File: config.mk
export PLATFORM = sky130hd
export DESIGN_NAME = instr_sequencer
export DESIGN_NICKNAME = d
export VERILOG_FILES = /design/src/rtl/arisco_pkg.sv /design/src/rtl/seq_alu.sv /design/src/rtl/instr_sequencer.sv
export SDC_FILE = /design/constraint.sdc
export NUM_CORES = 1
export LEC_CHECK = 0
export BUFFER_PORTS_ARGS = -buffer_cell sky130_fd_sc_hd__buf_2
export CAP_MARGIN = 20
export CORE_ASPECT_RATIO = 0.8
export CORE_MARGIN = 4
export CORE_UTILIZATION = 45
export CTS_BUF_LIST = sky130_fd_sc_hd__clkbuf_4
export CTS_CLUSTER_SIZE = 25
export DETAILED_ROUTE_END_ITERATION = 10
export PLACE_DENSITY = 0.71
export SETUP_SLACK_MARGIN = 0.5
export SLEW_MARGIN = 25
export SYNTH_ARGS = -nofsm -noshare
export SYNTH_HDL_FRONTEND = slang
export SYNTH_HIERARCHICAL = 1
export SYNTH_SLANG_ARGS = --single-unit
File: constraint.sdc
create_clock -name clk -period 8.7 [get_ports clk]
set_clock_uncertainty 0.2 [all_clocks]
set_input_delay 1.305 -clock clk [delete_from_list [all_inputs] [get_ports clk]]
set_output_delay 1.305 -clock clk [all_outputs]
set_load 0.1 [all_outputs]
File: src/rtl/arisco_pkg.sv
// Shared decode constants, FSM states and ALU operation codes
// for the multi-cycle instruction sequencer.
package arisco_pkg;

  localparam logic [6:0] OPC_OP_IMM = 7'b0010011;
  localparam logic [6:0] OPC_OP     = 7'b0110011;
  localparam logic [6:0] OPC_LUI    = 7'b0110111;

  localparam logic [2:0] F3_ADD = 3'b000;
  localparam logic [2:0] F3_XOR = 3'b100;
  localparam logic [2:0] F3_OR  = 3'b110;
  localparam logic [2:0] F3_AND = 3'b111;

  localparam logic [6:0] F7_BASE = 7'b0000000;
  localparam logic [6:0] F7_SUB  = 7'b0100000;

  typedef enum logic [1:0] {
    IDLE,
    READ,
    EXEC,
    WB
  } seq_state_t;

  typedef enum logic [2:0] {
    ALU_NOP,
    ALU_ADDI,
    ALU_XORI,
    ALU_ORI,
    ALU_ANDI,
    ALU_ADD,
    ALU_SUB,
    ALU_LUI
  } alu_op_t;

  function automatic logic [31:0] sext12(
    input logic [11:0] v
  );
    return {{20{v[11]}}, v};
  endfunction

endpackage

File: src/rtl/seq_alu.sv
// Combinational result unit for the sequencer's integer subset.
// All arithmetic wraps modulo 2^32.
module seq_alu
  import arisco_pkg::*;
(
  input  logic [31:0] op_a,
  input  logic [31:0] op_b,
  input  logic [31:0] imm,
  input  alu_op_t     alu_op,
  output logic [31:0] result
);

  always_comb begin
    result = '0;
    unique case (alu_op)
      ALU_ADDI: result = op_a + imm;
      ALU_XORI: result = op_a ^ imm;
      ALU_ORI:  result = op_a | imm;
      ALU_ANDI: result = op_a & imm;
      ALU_ADD:  result = op_a + op_b;
      ALU_SUB:  result = op_a - op_b;
      ALU_LUI:  result = imm;
      default:  result = '0;
    endcase
  end

endmodule

File: src/rtl/instr_sequencer.sv
// Four-state controller: accept, read operands, execute,
// write back to the external register file.
module instr_sequencer
  import arisco_pkg::*;
#(
  parameter int CNT_W = 16
) (
  input  logic             clk,
  input  logic             rst,
  input  logic             instr_valid,
  output logic             instr_ready,
  input  logic [31:0]      instruction,
  output logic [4:0]       rd_address_a,
  output logic [4:0]       rd_address_b,
  input  logic [31:0]      data_out_a,
  input  logic [31:0]      data_out_b,
  output logic             wr_enable,
  output logic [4:0]       wr_address,
  output logic [31:0]      wr_data,
  output logic             busy,
  output logic             done,
  output logic             illegal,
  output logic [CNT_W-1:0] retired_count
);

  seq_state_t state_q, state_d;
  logic [31:0] ir_q, ir_d;
  logic [31:0] op_a_q, op_a_d;
  logic [31:0] op_b_q, op_b_d;
  logic [31:0] res_q, res_d;
  logic        ill_q, ill_d;
  logic [CNT_W-1:0] cnt_q, cnt_d;

  logic [6:0]  opc;
  logic [2:0]  f3;
  logic [6:0]  f7;
  alu_op_t     alu_op;
  logic        dec_ill;
  logic [31:0] imm;
  logic [31:0] alu_res;
  logic        in_wb;

  assign opc = ir_q[6:0];
  assign f3  = ir_q[14:12];
  assign f7  = ir_q[31:25];

  always_comb begin
    alu_op  = ALU_NOP;
    dec_ill = 1'b1;
    imm     = sext12(ir_q[31:20]);
    unique case (1'b1)
      opc == OPC_OP_IMM: begin
        dec_ill = 1'b0;
        case (f3)
          F3_ADD:  alu_op = ALU_ADDI;
          F3_XOR:  alu_op = ALU_XORI;
          F3_OR:   alu_op = ALU_ORI;
          F3_AND:  alu_op = ALU_ANDI;
          default: dec_ill = 1'b1;
        endcase
      end
      opc == OPC_OP && f3 == F3_ADD
        && f7 == F7_BASE: begin
        alu_op  = ALU_ADD;
        dec_ill = 1'b0;
      end
      opc == OPC_OP && f3 == F3_ADD
        && f7 == F7_SUB: begin
        alu_op  = ALU_SUB;
        dec_ill = 1'b0;
      end
      opc == OPC_LUI: begin
        alu_op  = ALU_LUI;
        dec_ill = 1'b0;
        imm     = {ir_q[31:12], 12'b0};
      end
      default: ;
    endcase
  end

  seq_alu u_alu (
    .op_a   (op_a_q),
    .op_b   (op_b_q),
    .imm    (imm),
    .alu_op (alu_op),
    .result (alu_res)
  );

  always_comb begin
    state_d = state_q;
    ir_d    = ir_q;
    op_a_d  = op_a_q;
    op_b_d  = op_b_q;
    res_d   = res_q;
    ill_d   = ill_q;
    cnt_d   = cnt_q;
    unique case (state_q)
      IDLE: begin
        if (instr_valid) begin
          ir_d    = instruction;
          state_d = READ;
        end
      end
      READ: begin
        op_a_d  = data_out_a;
        op_b_d  = data_out_b;
        state_d = EXEC;
      end
      EXEC: begin
        res_d   = alu_res;
        ill_d   = dec_ill;
        state_d = WB;
      end
      WB: begin
        // x0 targets still retire; only the write is dropped
        if (!ill_q) cnt_d = cnt_q + 1'b1;
        state_d = IDLE;
      end
      default: state_d = IDLE;
    endcase
  end

  always_ff @(posedge clk) begin
    if (rst) begin
      state_q <= IDLE;
      ir_q    <= '0;
      op_a_q  <= '0;
      op_b_q  <= '0;
      res_q   <= '0;
      ill_q   <= 1'b0;
      cnt_q   <= '0;
    end else begin
      state_q <= state_d;
      ir_q    <= ir_d;
      op_a_q  <= op_a_d;
      op_b_q  <= op_b_d;
      res_q   <= res_d;
      ill_q   <= ill_d;
      cnt_q   <= cnt_d;
    end
  end

  assign in_wb         = state_q == WB;
  assign instr_ready   = (state_q == IDLE) && !rst;
  assign busy          = state_q != IDLE;
  assign done          = in_wb;
  assign illegal       = in_wb && ill_q;
  assign wr_enable     = in_wb && !ill_q
                         && (ir_q[11:7] != 5'd0);
  assign wr_address    = in_wb ? ir_q[11:7] : 5'd0;
  assign wr_data       = in_wb ? res_q : 32'd0;
  assign rd_address_a  = ir_q[19:15];
  assign rd_address_b  = ir_q[24:20];
  assign retired_count = cnt_q;

endmodule

# Word-level counts from Yosys, hierarchy flattened
# Cells that the tools add are included.
# Widths: inputs -> output; s select.
[word_totals]
inputBits = 99
regBits = 147
output_inout_bits = 68
elab_cells = 61
[op_classes]
n_addsub = 4
n_reduce_logical = 18
n_mux = 10
n_eq_ne = 18
bitwise = 4
[op_table]
columns = ["op", "count"]
rows = [
  ["$pmux 32 s7", 1],
  ["$add 32x32->32", 2],
  ["$and 32x32->32", 1],
  ["$mux 32", 1],
  ["$or 32x32->32", 1],
  ["$sub 32x32->32", 1],
  ["$xor 32x32->32", 1],
  ["$mux 31", 1],
  ["$pmux 3 s4", 2],
  ["$eq 3x3->1 const B", 7],
  ["$eq 7x6->1 const B", 3],
  ["$add 16x1->16 const B", 1],
  ["$pmux 2 s4", 1],
  ["$eq 7x5->1 const B", 1],
  ["$logic_and 1x1->1", 7],
  ["$logic_not 7->1", 1],
  ["$eq 3x2->1 const B", 2],
  ["$mux 5", 1],
  ["$reduce_bool 5->1", 1],
  ["$eq 2x2->1 const B", 2],
  ["$reduce_and 2->1", 2],
  ["$reduce_or 4->1", 1],
  ["$eq 3x1->1 const B", 1],
  ["$logic_not 3->1", 1],
  ["10 further kinds", 11],
]

# Logic depth before layout (Yosys ltp)
[depth]
depth_word = 6
depth_mapped = 25
ltp_nobuf = 24

# Hierarchy
# The synthesis kept the hierarchy.
[modules_own_cells]
columns = ["mod", "area_per_inst_um2", "seq_area_each_um2", "n_inst", "cells_per_inst"]
rows = [
  ["instr_sequencer", 6064.6, 2942.8, 1, 665],
  ["seq_alu", 4961.0, 0.0, 1, 744],
]

# Least setup slack after synthesis
# Ideal clock, no wire load.
[synth_path]
path_kind = "flip-flop to flip-flop"
startpoint = "register ir_q[6]"
endpoint = "register res_q[28]"
required_ps = 8372
path_slack_ps = 3543
stages_incl_launch_ff = 24
arrival_ps = 4830
setup_ps = 128
n_path_buf = 1
period_less_slack_ps = 5157
path_cell_list = "dfxtp_1 and3b_1 and4_1 clkbuf_1 nor2b_1 nor4_1 nand2_1 nor3b_1 nand3_1 nor3_1 xnor2_1 nor2_1 a221oi_1 ha_1 nor2b_1 o21ai_0 nand2b_1 a2111oi_0 o21ai_0 a41oi_1 xor2_1 o211ai_1 mux2i_1 nor2_1"
[synth_between]
word_cells_on_any_way = 20
cone_classes = "add/sub: 1; eq/ne: 10; mux: 3; bitwise: 3; reduce/logical: 3"
[synth_lines]
columns = ["item", "line", "source"]
rows = [
  ["from (decl)", "instr_sequencer.sv:27", "logic [31:0] ir_q, ir_d;"],
  ["from (signal assigned)", "instr_sequencer.sv:134", "ir_q <= ir_d;"],
  ["$eq 7x6->1", "instr_sequencer.sv:72", "opc == OPC_LUI: begin"],
  ["$mux 31", "instr_sequencer.sv:51", "unique case (1'b1)"],
  ["via imm[4]", "instr_sequencer.sv:39", "logic [31:0] imm;"],
  ["$add 32x32->32", "seq_alu.sv:16", "ALU_ADDI: result = op_a + imm;"],
  ["$pmux 32 s7", "seq_alu.sv:15", "unique case (alu_op)"],
  ["via alu_res[28]", "instr_sequencer.sv:40", "logic [31:0] alu_res;"],
  ["to (signal assigned)", "instr_sequencer.sv:137", "res_q <= res_d;"],
  ["to (decl)", "instr_sequencer.sv:30", "logic [31:0] res_q, res_d;"],
]
# The timed path passes the listed nets, and every way through them passes these cells.
# A chain may end at the register's enable or synchronous reset.

# Worst setup path after layout
[layout_path]
startpoint = "register ir_q[6]"
endpoint = "register res_q[29]"
# Same word-level chain as after synthesis.

==> results.toml <==
[placement]
io_buffers = 166
gp_congestion = 0.910
place_inst = 1817
dpl-instance-area_mm2 = 0.0120
dpl.hpwl_um = 25500

[yosys]
synth-compound-area-share_pct = 18.2
syn_area_per_cell_um2 = 7.83
yosys.area_share.xor_xnor_pct = 5.48
synth_edf_count = 0
synthesis.nets = 1612
synthMuxAreaShare_pct = 8.81
synth_flop_cell = "dfxtp_1"
synthAdderAreaFrac_pct = 11.9
synth_area_mm2 = 0.0110
synth_cell_type_count = 71
ys_ff_latch = 147
yosys_warnings = 6
synth-async-reset-ratio_pct = 0
netlist_instances = 1409
synthSimpleGateAreaFrac_pct = 22.7
ys_seq_area_share_pct = 26.7
synth_top_family_by_area = "simple AND/OR/NAND/NOR gates"

[cts]
cts.path.max_buffers = 2
cts_setup_buffers = 0
clockRootBuffer = "clkbuf_4"
cts_tree = "built"
cts_resized = 0
path_clk_slew_ns = 0.15
htree_levels = 4
clock_latency_ns = 0.61
cts_buffers = 17
cts_sinks = 147
cts_hold_buf = 0

[worst_hold_path]
hold_depth = 2
worstHoldPathType = "flip-flop to flip-flop"
hp-start = "ir_q[0]"
hold_path_end = "ir_q[0]"

[routing]
drcViolationCount = 0
wirelength_um = 34000
via_count = 10700
postRouteAntennaNets = 0
drtPass1Iterations = 5
first_iter_violations = 966
routedWlPerCell_um = 18.4
vias_per_cell = 5.76

[setup_path]
reg2reg_to = "res_q[29]"
reg2reg_depth = 23
r2r_slack_ns = 2.15
crit_slowest_cell = "and4_2"
cp_num_buf_inv = 1
cp.depth = 23
critPathLaunchType = "flip-flop"
crit_fanout = 31
worst-setup-path-type = "flip-flop to flip-flop"
cp-end-kind = "flip-flop"
cp_data_arrival_time_ns = 6.80
path_cells = "and3b_1, and4_2, nor2b_1, buf_4, a21o_1, or4_1, or4_1, nor3_1, nand2_1, xnor2_1, nor2_1, a221oi_1, ha_1, and3_1, and3_1, o211ai_1, o21ai_0, a21oi_1, o21ai_0, xnor2_1, o211ai_1, mux2i_1, nor2_1"
critPathRequiredTime_ns = 8.95
critPathTopFamily = "simple AND/OR/NAND/NOR gates"
rr_startpoint = "ir_q[6]"
cp_slowest_stage_delay_ns = 0.65

[pwr]
power.density_mw_per_mm2 = 256
p_leak_nw = 5.42
ir_worst_vdd_v = 0.0000989

[layout]
syn2layout_area_growth_pct = 11.9
fin_area_mm2 = 0.0123
final_net_count = 1727
final_cells = 1850
nFillCells = 2297
drive_gt1_share_pct = 15.7

[sta]
setup_violations = 0
relSlewSlack_pct = 31.2
setup_tns_ns = 0
fin_crit_sh_pct = 75.2
period_needed_ns = 6.55
drv_slew = 0
finalHoldViolations = 0
max_freq_mhz = 153
worst_pin_slew_ns = 1.03
rsz0062_at_grt = "no"

[grt]
grt_pass1_vias = 9758
grt_usage_pct = 24.3
grt_pass1_wl_um = 53100
grt_max_degree = 96
antenna_found_initial = 2
globalRouteOverflowTotal = 0

[die]
ios = 167
die-area_mm2 = 0.0271
core-area_mm2 = 0.0238
start_util_pct = 46.4
die_x_um = 183
die_h_um = 148
num_rows = 50

[run_status]
status = "finished, final reports clean"

[run]
max_cap_violations = 0
## synthesized netlist by cell type, types with 9 or more instances
library cell | n | area share [%]
nand3_1 | 16 | 0.73
nand4_1 | 14 | 0.79
nand2_1 | 122 | 4.2
and2_1 | 41 | 2.3
xor2_1 | 23 | 1.8
dfxtp_1 | 147 | 27
buf_4 | 11 | 0.75
o21ai_0 | 51 | 2.3
a22oi_1 | 27 | 1.8
clkbuf_1 | 52 | 1.8
a21o_1 | 28 | 1.9
mux2i_1 | 97 | 8.8
inv_1 | 78 | 2.7
a21oi_1 | 105 | 4.8
nor3_1 | 32 | 1.5
nor2b_1 | 19 | 1.1
ha_1 | 103 | 12
nor4_1 | 12 | 0.68
or3_1 | 11 | 0.62
a221oi_1 | 15 | 1.2
nor2_1 | 196 | 6.7
xnor2_1 | 46 | 3.7
o211ai_1 | 27 | 1.8
buf_2 | 9 | 0.41
## sequential cells by signal (all words and copies together) (netlist names)
register       count
state_q            2
retired_count     16
ill_q              1
ir_q              32
res_q             32
op_a_q            32
op_b_q            32
## per-stage QoR
stage,setup WS [ns],total power [W],util (%),hold slack [ns]
3_3_place_gp,2.15,0.00260,50.4,0.239
2_1_floorplan,3.54,0.00223,-,0.232
4_1_cts,1.80,0.00315,51.8,0.274
5_1_grt,1.64,0.00339,51.9,0.296
6_report,2.15,0.00316,51.9,0.271
3_5_place_dp,1.86,0.00263,50.4,0.253
## report_power, final
part	internal, W	total [W]	switching (W)
clock	0.000213	0.000511	0.000298
sequential	0.000772	0.000927	0.000155
combinational	0.000666	0.00172	0.00105
total	0.00165	0.00316	0.00151
## tightest hold or removal path, cell delays in order (launching register included)
cell     delay (ns)
dfxtp_1        0.34
nand2_1        0.05
a21oi_1        0.06
## kinds of logic after synthesis
| group | Yosys count |
|---|---|
| buffers and inverters | 162 |
| XOR/XNOR | 69 |
| adder cells (fa/ha/maj) | 104 |
| multiplexers | 97 |
| AND/OR/NAND/NOR | 518 |
| AO/OA/AOI/OAI | 312 |
| flip-flops | 147 |
## per-layer routing
layer  wire length [µm]  track usage (%)
met1              15300             33.0
met3               2190             4.67
met5                  0                0
met4                954             9.34
met2              15500             38.3
## layout by cell type, fill, tap and decap left out, drive strengths merged, types with 4 or more instances in the layout
| cell | Yosys | final |
|---|---|---|
| o2111ai | 4 | 4 |
| o211ai | 27 | 27 |
| nand2 | 123 | 123 |
| or3 | 15 | 15 |
| and2 | 43 | 43 |
| xnor2 | 46 | 46 |
| or4 | 8 | 8 |
| a31oi | 4 | 4 |
| a211oi | 4 | 4 |
| nor2 | 196 | 196 |
| nor3b | 4 | 4 |
| inv | 78 | 88 |
| nand4 | 15 | 15 |
| a22oi | 27 | 27 |
| o32ai | 6 | 6 |
| buf | 27 | 180 |
| o21ai | 52 | 52 |
| xor2 | 23 | 23 |
| or2 | 6 | 6 |
| clkbuf | 57 | 17 |
| nand2b | 7 | 7 |
| mux2i | 97 | 97 |
| and3 | 7 | 7 |
| nor2b | 19 | 19 |
| a21o | 28 | 28 |
| o21a | 8 | 8 |
| a21oi | 105 | 105 |
| nor4 | 13 | 13 |
| ha | 103 | 103 |
| o31ai | 8 | 8 |
| dfxtp | 147 | 147 |
| nor3 | 34 | 34 |
| nand3 | 17 | 17 |
| a221oi | 15 | 15 |
## area by class of cell
type | count | area (µm²) | area share (%)
Tap cell | 312 | 390 | 3.17
Sequential cell | 147 | 2940 | 23.9
Timing Repair Buffer | 180 | 938 | 7.61
Multi-Input combinational cell | 1100 | 7430 | 60.3
Inverter | 78 | 293 | 2.37
Antenna cell | 1 | 2.50 | 0.0203
Clock buffer | 17 | 128 | 1.03
Clock inverter | 15 | 205 | 1.66
## worst max path at each step
| stage | end | slack (ns) | from |
|---|---|---|---|
| after CTS | res_q[29] | 1.80 | ir_q[6] |
| after detailed placement | res_q[29] | 1.86 | ir_q[6] |
| after global placement | res_q[29] | 2.15 | ir_q[6] |
| after floorplan | res_q[28] | 3.54 | ir_q[6] |
| final | res_q[29] | 2.15 | ir_q[6] |
| after global routing | res_q[28] | 1.64 | ir_q[4] |
(Power assumes the default switching activity.)
